`src/rtl/uart_pkg.sv`:
```
// Shared UART definitions: state encoding and framing constants used by the
// 8-byte transmitter and receiver.
package uart_pkg;

    localparam int unsigned DATA_BITS   = 8;
    localparam int unsigned UART_NBYTES = 8;

    typedef enum logic [2:0] {
        StIdle  = 3'd0,
        StStart = 3'd1,
        StData  = 3'd2,
        StStop  = 3'd3,
        StBreak = 3'd4
    } uart_state_e;

endpackage

```
`src/rtl/uart_bit_sampler.sv`:
```
// Line front end: 2-FF synchroniser, falling-edge detect and the bit-timing
// counter that raises sample at mid-bit (half) or once per bit-time.
module uart_bit_sampler #(
    parameter int unsigned OVS = 4
) (
    input  logic clk,
    input  logic reset,
    input  logic rx,
    input  logic restart,
    input  logic half,
    output logic rxs,
    output logic fall,
    output logic sample
);

    localparam int unsigned CW = $clog2(OVS);
    localparam logic [CW-1:0] FULL_LAST = CW'(OVS - 1);
    localparam logic [CW-1:0] HALF_LAST = CW'(OVS / 2 - 1);

    logic          sync1_q, sync2_q, prev_q;
    logic [CW-1:0] cnt_q, cnt_d;

    always_ff @(posedge clk) begin
        if (!reset) begin
            sync1_q <= 1'b1;
            sync2_q <= 1'b1;
            prev_q  <= 1'b1;
            cnt_q   <= '0;
        end else begin
            sync1_q <= rx;
            sync2_q <= sync1_q;
            prev_q  <= sync2_q;
            cnt_q   <= cnt_d;
        end
    end

    always_comb begin
        sample = (cnt_q == (half ? HALF_LAST : FULL_LAST));
        cnt_d  = cnt_q + CW'(1);
        if (restart || sample) begin
            cnt_d = '0;
        end
    end

    assign rxs  = sync2_q;
    assign fall = prev_q & ~sync2_q;

endmodule

```
`src/rtl/uart_8bytes_rx.sv`:
```
// Receives 8-byte UART bursts, assembles them into a frame and flags stop-bit
// errors and frames abandoned by an idle gap.
module uart_8bytes_rx import uart_pkg::*; #(
    parameter int unsigned OVS      = 4,
    parameter int unsigned NBYTES   = UART_NBYTES,
    parameter int unsigned GAP_BITS = 16
) (
    input  logic                        clk,
    input  logic                        reset,
    input  logic                        rx,
    output logic [8*NBYTES-1:0]         frame,
    output logic                        frame_valid,
    output logic [7:0]                  byte_data,
    output logic                        byte_valid,
    output logic [$clog2(NBYTES)-1:0]   byte_idx,
    output logic                        frame_err,
    output logic                        gap_abort,
    output logic                        busy
);

    localparam int unsigned IW        = $clog2(NBYTES);
    localparam int unsigned BW        = $clog2(DATA_BITS);
    localparam int unsigned GAP_LIMIT = GAP_BITS * OVS;
    localparam int unsigned GW        = $clog2(GAP_LIMIT + 1);

    uart_state_e                  state_q, state_d;
    logic [BW-1:0]                bit_q, bit_d;
    logic [DATA_BITS-1:0]         shift_q, shift_d;
    logic [IW-1:0]                idx_q, idx_d, byte_idx_q, byte_idx_d;
    logic [NBYTES-1:0][7:0]       staging_q, staging_d, frame_q, frame_d, merged;
    logic [7:0]                   byte_data_q, byte_data_d;
    logic [GW-1:0]                gap_cnt_q, gap_cnt_d;
    logic                         byte_valid_q, byte_valid_d, frame_valid_q, frame_valid_d;
    logic                         frame_err_q, frame_err_d, gap_abort_q, gap_abort_d;
    logic                         rxs, fall, sample, restart, half;

    uart_bit_sampler #(
        .OVS (OVS)
    ) u_sampler (
        .clk     (clk),
        .reset   (reset),
        .rx      (rx),
        .restart (restart),
        .half    (half),
        .rxs     (rxs),
        .fall    (fall),
        .sample  (sample)
    );

    always_ff @(posedge clk) begin
        if (!reset) begin
            state_q       <= StIdle;
            bit_q         <= '0;
            shift_q       <= '0;
            idx_q         <= '0;
            byte_idx_q    <= '0;
            staging_q     <= '0;
            frame_q       <= '0;
            byte_data_q   <= '0;
            gap_cnt_q     <= '0;
            byte_valid_q  <= 1'b0;
            frame_valid_q <= 1'b0;
            frame_err_q   <= 1'b0;
            gap_abort_q   <= 1'b0;
        end else begin
            state_q       <= state_d;
            bit_q         <= bit_d;
            shift_q       <= shift_d;
            idx_q         <= idx_d;
            byte_idx_q    <= byte_idx_d;
            staging_q     <= staging_d;
            frame_q       <= frame_d;
            byte_data_q   <= byte_data_d;
            gap_cnt_q     <= gap_cnt_d;
            byte_valid_q  <= byte_valid_d;
            frame_valid_q <= frame_valid_d;
            frame_err_q   <= frame_err_d;
            gap_abort_q   <= gap_abort_d;
        end
    end

    always_comb begin
        state_d       = state_q;
        bit_d         = bit_q;
        shift_d       = shift_q;
        idx_d         = idx_q;
        byte_idx_d    = byte_idx_q;
        staging_d     = staging_q;
        frame_d       = frame_q;
        byte_data_d   = byte_data_q;
        gap_cnt_d     = '0;
        byte_valid_d  = 1'b0;
        frame_valid_d = 1'b0;
        frame_err_d   = 1'b0;
        gap_abort_d   = 1'b0;
        restart       = 1'b0;
        half          = 1'b0;
        merged        = staging_q;
        merged[idx_q] = shift_q;

        case (state_q)
            StIdle: begin
                restart = 1'b1;
                // A low sample clears the timer, so a start edge always beats the abort.
                if (rxs) begin
                    gap_cnt_d = (gap_cnt_q == GW'(GAP_LIMIT)) ? gap_cnt_q : gap_cnt_q + GW'(1);
                    if (gap_cnt_q == GW'(GAP_LIMIT - 1) && idx_q != '0) begin
                        gap_abort_d = 1'b1;
                        idx_d       = '0;
                    end
                end
                if (fall) begin
                    state_d = StStart;
                end
            end
            StStart: begin
                half = 1'b1;
                if (sample) begin
                    state_d = rxs ? StIdle : StData;
                    bit_d   = '0;
                end
            end
            StData: begin
                if (sample) begin
                    shift_d[bit_q] = rxs;
                    if (bit_q == BW'(DATA_BITS - 1)) begin
                        state_d = StStop;
                    end else begin
                        bit_d = bit_q + BW'(1);
                    end
                end
            end
            StStop: begin
                if (sample) begin
                    if (rxs) begin
                        byte_data_d  = shift_q;
                        byte_idx_d   = idx_q;
                        byte_valid_d = 1'b1;
                        staging_d    = merged;
                        state_d      = StIdle;
                        if (idx_q == IW'(NBYTES - 1)) begin
                            frame_d       = merged;
                            frame_valid_d = 1'b1;
                            idx_d         = '0;
                        end else begin
                            idx_d = idx_q + IW'(1);
                        end
                    end else begin
                        frame_err_d = 1'b1;
                        idx_d       = '0;
                        state_d     = StBreak;
                    end
                end
            end
            StBreak: begin
                // Counter only survives a full bit-time of consecutive highs.
                restart = ~rxs;
                if (sample && rxs) begin
                    state_d = StIdle;
                end
            end
            default: state_d = StIdle;
        endcase
    end

    assign frame       = frame_q;
    assign frame_valid = frame_valid_q;
    assign byte_data   = byte_data_q;
    assign byte_valid  = byte_valid_q;
    assign byte_idx    = byte_idx_q;
    assign frame_err   = frame_err_q;
    assign gap_abort   = gap_abort_q;
    assign busy        = (state_q != StIdle);

endmodule

```
`config.mk`:
```
export PLATFORM = sky130hd
export DESIGN_NAME = uart_8bytes_rx
export DESIGN_NICKNAME = d
export VERILOG_FILES = /design/src/rtl/uart_pkg.sv /design/src/rtl/uart_bit_sampler.sv /design/src/rtl/uart_8bytes_rx.sv
export SDC_FILE = /design/constraint.sdc
export NUM_CORES = 1
export LEC_CHECK = 0
export CAP_MARGIN = 10
export CORE_AREA = 2 2 123 125
export CTS_BUF_LIST = sky130_fd_sc_hd__clkbuf_8
export DETAILED_ROUTE_END_ITERATION = 16
export DIE_AREA = 0 0 125 127
export PLACE_DENSITY_LB_ADDON = 0.15
export SETUP_SLACK_MARGIN = 0.15
export SLEW_MARGIN = 20
export SYNTH_ARGS = -nofsm -noshare
export SYNTH_HDL_FRONTEND = slang
export SYNTH_SLANG_ARGS = --single-unit
```
`constraint.sdc`:
```
create_clock -name clk -period 5.1 [get_ports clk]
set_input_delay 1.02 -clock clk [delete_from_list [all_inputs] [get_ports clk]]
set_output_delay 1.02 -clock clk [all_outputs]
set_load 0.1 [all_outputs]
```
==> results.ini, run 1 <==
[run_status]
status=finished clean

[logic_synthesis]
synthMuxAreaShare=0.166
synthesis.area_um2=7180
postSynthCellCount=742
yosys_warnings=0
yosys.area_share.adder=0.0122
yosysUniqueCellTypes=43
synth_compound_area_frac=0.112
synth-simple-area-share=0.170
syn-num-nets=752
yosysMostFrequentCell=dfxtp_1
synth_common_cells=dfxtp_1, nor2_1, mux2i_1, a211oi_1, nand2_1
seq_area_frac_synth=0.480
synth_top_area_share=0.480
async_reset_ff_frac=0
ys_ff_latch=172
synth_flop_cell=dfxtp_1
synth_edf_count=0
yosys-top-cells-area=dfxtp_1, mux2i_1, a211oi_1
syn-mean-instance-area_um2=9.67
synth_xor_area_frac=0.00976
synth_area_leader_cell=dfxtp_1
synth_top_family_by_area=simple AND/OR/NAND/NOR gates

[detailed_routing]
drt_iter0_drc=302
dr.pass1.iters=5
vias_per_cell=5.38
drc=0
wl_per_cell_um=16.1
drt_wl_total_um=15800
ant_nets=0
routed-via-count=5279

[finish]
syn2layout_area_growth_pct=17.9
nFillCells=1288
multi_input_area_um2=3400
final_util=0.587
layout-drive-gt1-share=0.0764
seqCellArea_um2=3440
insertedDiodeCount=0
fin_nets=796

[power]
intPower_mw=1.98
combPwrFrac=0.035
p_leak_nw=3.15
switchingPower_mw=0.547
swShare=0.217
pwr-share-clk=0.425
p_seq_frac=0.539
power_mw=2.53
p_per_area_nw_per_um2=299
ir_worst_vdd_mv=0.139

[sta]
timing.fmax_mhz=290
worst_slew_pin_slew_ns=0.995
setup-violations-final=0
hold_violations=0
period_share=0.676
min_period_ns=3.45
relSlewSlack=0.335
rsz0062_at_grt=no
fin_skew_ns=0.00928
timing.final.ws_setup_ns=1.65
setup_tns_ns=0
slew_viol_final=0

[clock_network]
htree_levels=4
cts-buffers-inserted=17
postCtsHoldBufs=0
cts_tree=built
cts.sinks=172
worstSkewPairLatency_ns=0.45
root_buffer=clkbuf_8
cts_buffer_depth=2
cts_setup_buffers=0
clkSlewWorstSetupHoldPaths_ns=0.08
cts_resized=0

[floorplan]
design.core.area_um2=14400
die-area_um2=15900
start_util=0.498
num_rows=44
ios=83
fp.dieW_um=125
chipHeight_um=127

[placed_design]
place_ws_ns=1.46
dp_hpwl_um=10300
place.gp.congestion=0.795
io_buffers=82

[worst_setup_path]
cp.required_ns=4.08
worst-r2r-cell-count=4
critPathCaptureType=output pin
crit_fanout=15
crit_type=reg -> out
cp-start-kind=register
arrival_ns=2.43

[grt]
grt_pass1_wl_um=26400
grt_max_degree=59
antenna_found_initial=0
grt_pass1_vias=5163
gr-usage-all-layers=0.205
overflow=0

[min_path]
hold_path.class=reg -> reg
min_path_cells=1

[flow_run]
cap_violations=0

final timing paths:
path                                start                          to  slack, ns
max               state_q[1]$_SDFFE_PN0P_                        busy       1.65
min          u_sampler.sync1_q$_SDFF_PN1_    u_sampler.rxs$_SDFF_PN1_       0.41
max reg2reg         idx_q[2]$_SDFFE_PN0P_  staging_q[58]$_SDFFE_PN0P_       2.55
min reg2reg  u_sampler.sync1_q$_SDFF_PN1_    u_sampler.rxs$_SDFF_PN1_       0.41
placed cells by master, fill, tap and decap left out, types with 2 or more instances in the layout:
cell and n:
or3b_2 2, buf_4 7, nor2b_1 2, nand2_1 62, a2111oi_0 2, clkinv_2 5
a22oi_1 24, nor4_1 3, a21oi_1 17, a211oi_1 66, xor2_1 3, nor2_1 121
clkinvlp_4 2, clkbuf_8 19, nor3_4 8, nand3b_1 4, or4_1 2, xnor2_1 5
mux2i_1 119, dfxtp_1 172, clkdlybuf4s50_1 82, inv_1 8, nor3b_2 5, o21ai_0 2
nand3_1 8, nand2b_1 7, nand4_1 6, nor3b_1 2, bufinv_16 5, or2_2 2
or3_1 3, ha_1 7, nor3_1 2
routing by layer:
metal / track usage / up-vias / part of all wire
met1: 0.282 / 2471 / 0.49
li1: - / 2692 / -
met5: 0 / - / 0
met2: 0.325 / 101 / 0.46
met3: 0.0431 / 15 / 0.039
met4: 0.0686 / 0 / 0.011
registers in the layout, summed over array words and instances (netlist names):
signal and count:
bit_q 3, byte_data 8, byte_idx 3, byte_valid 1, frame 64, frame_err 1, frame_valid 1, gap_abort 1
gap_cnt_q 7, idx_q 3, shift_q 8, staging_q 64, state_q 3, u_sampler.cnt_q 2, u_sampler.prev_q 1, u_sampler.rxs 1
u_sampler.sync1_q 1
final cells by class:
class | count | area share
inverters | 9 | 0.00414
repair buffers | 90 | 0.106
multi-input cells | 496 | 0.402
clock buffers | 19 | 0.0309
clock inverters | 12 | 0.0229
flip-flops and latches | 172 | 0.407
well taps | 184 | 0.0272
metrics by stage:
step | cells | cell area (um^2) | hold WS [ns]
2_1_floorplan | 742 | 7180 | 0.386
3_3_place_gp | 950 | 7980 | 0.391
3_5_place_dp | 951 | 8010 | 0.393
4_1_cts | 982 | 8460 | 0.413
5_1_grt | 982 | 8460 | 0.425
6_report | 982 | 8460 | 0.413
critical path: stages (launching register included):
cell,delay [ns]
dfxtp_1,0.65
or3_1,0.20
clkdlybuf4s50_1,1.13
logic make-up after synthesis:
group           count (synthesis)
buf+inv                        74
compound gates                114
fa+ha+maj                       7
xor+xnor                        8
mux                           119
flops                         172
simple gates                  248
power by group through the flow:
stage | clock network (mW) | registers (mW) | logic, mW
2_1_floorplan | 0 | 1.39 | 0.0839
3_3_place_gp | 0 | 1.39 | 0.0872
3_5_place_dp | 0 | 1.39 | 0.0900
4_1_cts | 1.10 | 1.36 | 0.0903
5_1_grt | 1.15 | 1.36 | 0.0990
6_report | 1.08 | 1.36 | 0.0897
(Power assumes the default switching activity.)
==> run 2: changes to the inputs <==
==> constraint.sdc (replaced) <==
create_clock -name clk -period 3.6 [get_ports clk]
set_input_delay 0.72 -clock clk [delete_from_list [all_inputs] [get_ports clk]]
set_output_delay 0.72 -clock clk [all_outputs]
set_load 0.1 [all_outputs]
==> run 2 against run 1 <==
Die area unchanged; wire length is 0.56% higher; cell area fell by 1.2%; clock skew grew 0.00094 ns; power is 32% higher; critical endpoint is now frame[6]$_SDFFE_PN0P_; largest power group unchanged.
==> results.ini, run 2 (synthesis gave the netlist of run 1 again) <==
[detailed_routing]
drt_wl_total_um=15900  ; +0.56%
wl_per_cell_um=16.1  ; +0.36%
routed-via-count=5354  ; +1.4%
ant_nets=0  ; unchanged
vias_per_cell=5.44  ; +1.2%
drc=0  ; unchanged
drt_iter0_drc=293  ; -3.0%
dr.pass1.iters=5  ; unchanged

[grt]
antenna_found_initial=0  ; unchanged
gr-usage-all-layers=0.209  ; +0.00331
grt_max_degree=96  ; +63%
overflow=0  ; unchanged
grt_pass1_vias=5259  ; +1.9%
grt_pass1_wl_um=26900  ; +2.0%

[power]
power_mw=3.34  ; +32%
p_per_area_nw_per_um2=399  ; +34%
ir_worst_vdd_mv=0.219  ; +57%
p_leak_nw=3.14  ; -0.39%

[flow_run]
cap_violations=0  ; unchanged

[worst_setup_path]
cp.required_ns=3.95  ; -0.13 ns
arrival_ns=3.16  ; +0.73 ns
slowest_stage=nand2b_1
critPathMaxStageDelay_ns=0.64  ; -0.49 ns
critPathCaptureType=register
crit_fanout=25  ; +10
cp-start-kind=register
crit_chain=nand2b_1 > nor3_4 > nand4_2 > a22oi_1
crit_type=reg -> reg

[floorplan]
num_rows=44  ; unchanged
chipHeight_um=127  ; unchanged
ios=83  ; unchanged
design.core.area_um2=14400  ; unchanged
fp.dieW_um=125  ; unchanged
start_util=0.498  ; unchanged
die-area_um2=15900  ; unchanged

[clock_network]
cts_setup_buffers=0  ; unchanged
cts_resized=0  ; unchanged
cts_tree=built
cts-buffers-inserted=17  ; unchanged
postCtsHoldBufs=0  ; unchanged
worstSkewPairLatency_ns=0.45  ; about the same
root_buffer=clkbuf_8
clkSlewWorstSetupHoldPaths_ns=0.08  ; about the same
cts_buffer_depth=2  ; unchanged
cts.sinks=172  ; unchanged
htree_levels=4  ; unchanged

[sta]
timing.fmax_mhz=356
hold_violations=0  ; unchanged
slew_viol_final=0  ; unchanged
fin_skew_ns=0.0102  ; +0.000939 ns
period_share=0.781
min_period_ns=2.81
worst_slew_pin_slew_ns=0.994  ; -0.00133 ns
rsz0062_at_grt=no
setup_tns_ns=0  ; unchanged
relSlewSlack=0.338  ; +0.00297
setup-violations-final=0  ; unchanged

[finish]
mostFrequentLayoutCells=dfxtp_1, nor2_1, mux2i_1, clkdlybuf4s50_1, a211oi_1
syn2layout_area_growth_pct=16.5
fin_nets=798  ; +0.25%
insertedDiodeCount=0  ; unchanged
mostFrequentLayoutCell=dfxtp_1
final_cells=984  ; +0.20%
layout-drive-gt1-share=0.0750  ; -0.00144

[run_status]
status=finished clean

[placed_design]
dp_hpwl_um=10400  ; +0.93%
place.gp.congestion=0.776  ; -2.5%
io_buffers=82  ; unchanged
dp.cells=953  ; +0.21%

[min_path]
hold_path.class=reg -> reg

==> run 2: metal layers <==
metal | part of all wire | up-vias | track usage | wire length [um]
met1 | 0.48 | 2522 | 0.281 | 7640
li1 | - | 2687 | - | -
met4 | 0.013 | 0 | 0.0588 | 205
met2 | 0.46 | 125 | 0.339 | 7370
met5 | 0 | - | 0 | 0
met3 | 0.042 | 20 | 0.0477 | 672
==> run 2: report_power, final <==
part	internal, mW	switching, mW	leakage [nW]
Combinational	0.0402	0.0876	1.54
Sequential	1.91	0.0216	1.39
Clock	0.633	0.644	0.208
==> run 2: metrics by stage <==
| stage | worst slack (ns) | instance area, um^2 | utilization | hold WS (ns) |
|---|---|---|---|---|
| 2_1_floorplan | 1.57 | 7180 | - | 0.386 |
| 6_report | 0.788 | 8360 | 0.580 | 0.425 |
| 3_3_place_gp | 1.00 | 8000 | 0.554 | 0.410 |
| 5_1_grt | 0.553 | 8360 | 0.580 | 0.461 |
| 4_1_cts | 0.817 | 8360 | 0.580 | 0.432 |
| 3_5_place_dp | 0.812 | 8000 | 0.554 | 0.412 |
==> run 2: path summary, 6_finish.rpt <==
check / from / end / slack, ns / cells past startpoint
min reg2reg: u_sampler.sync1_q$_SDFF_PN1_ / u_sampler.rxs$_SDFF_PN1_ / 0.43 / 1
max: u_sampler.rxs$_SDFF_PN1_ / frame[6]$_SDFFE_PN0P_ / 0.79 / 4
min: u_sampler.sync1_q$_SDFF_PN1_ / u_sampler.rxs$_SDFF_PN1_ / 0.43 / 1
max reg2reg: u_sampler.rxs$_SDFF_PN1_ / frame[6]$_SDFFE_PN0P_ / 0.79 / 4
==> run 2: area by class of cell <==
type / instances / area, um^2
clock buffers: 19 / 262
clock inverters: 12 / 106
fillers: 1277 / 6060
inverters: 9 / 35.0
multi-input cells: 496 / 3390
flip-flops and latches: 172 / 3440
well taps: 184 / 230
repair buffers: 92 / 893
==> run 2: worst max-delay path, delay by kind of cell (launching register included) <==
kind            cells  cell delay (ns)
flops               1             0.63
compound gates      1             0.37
simple gates        3             1.72
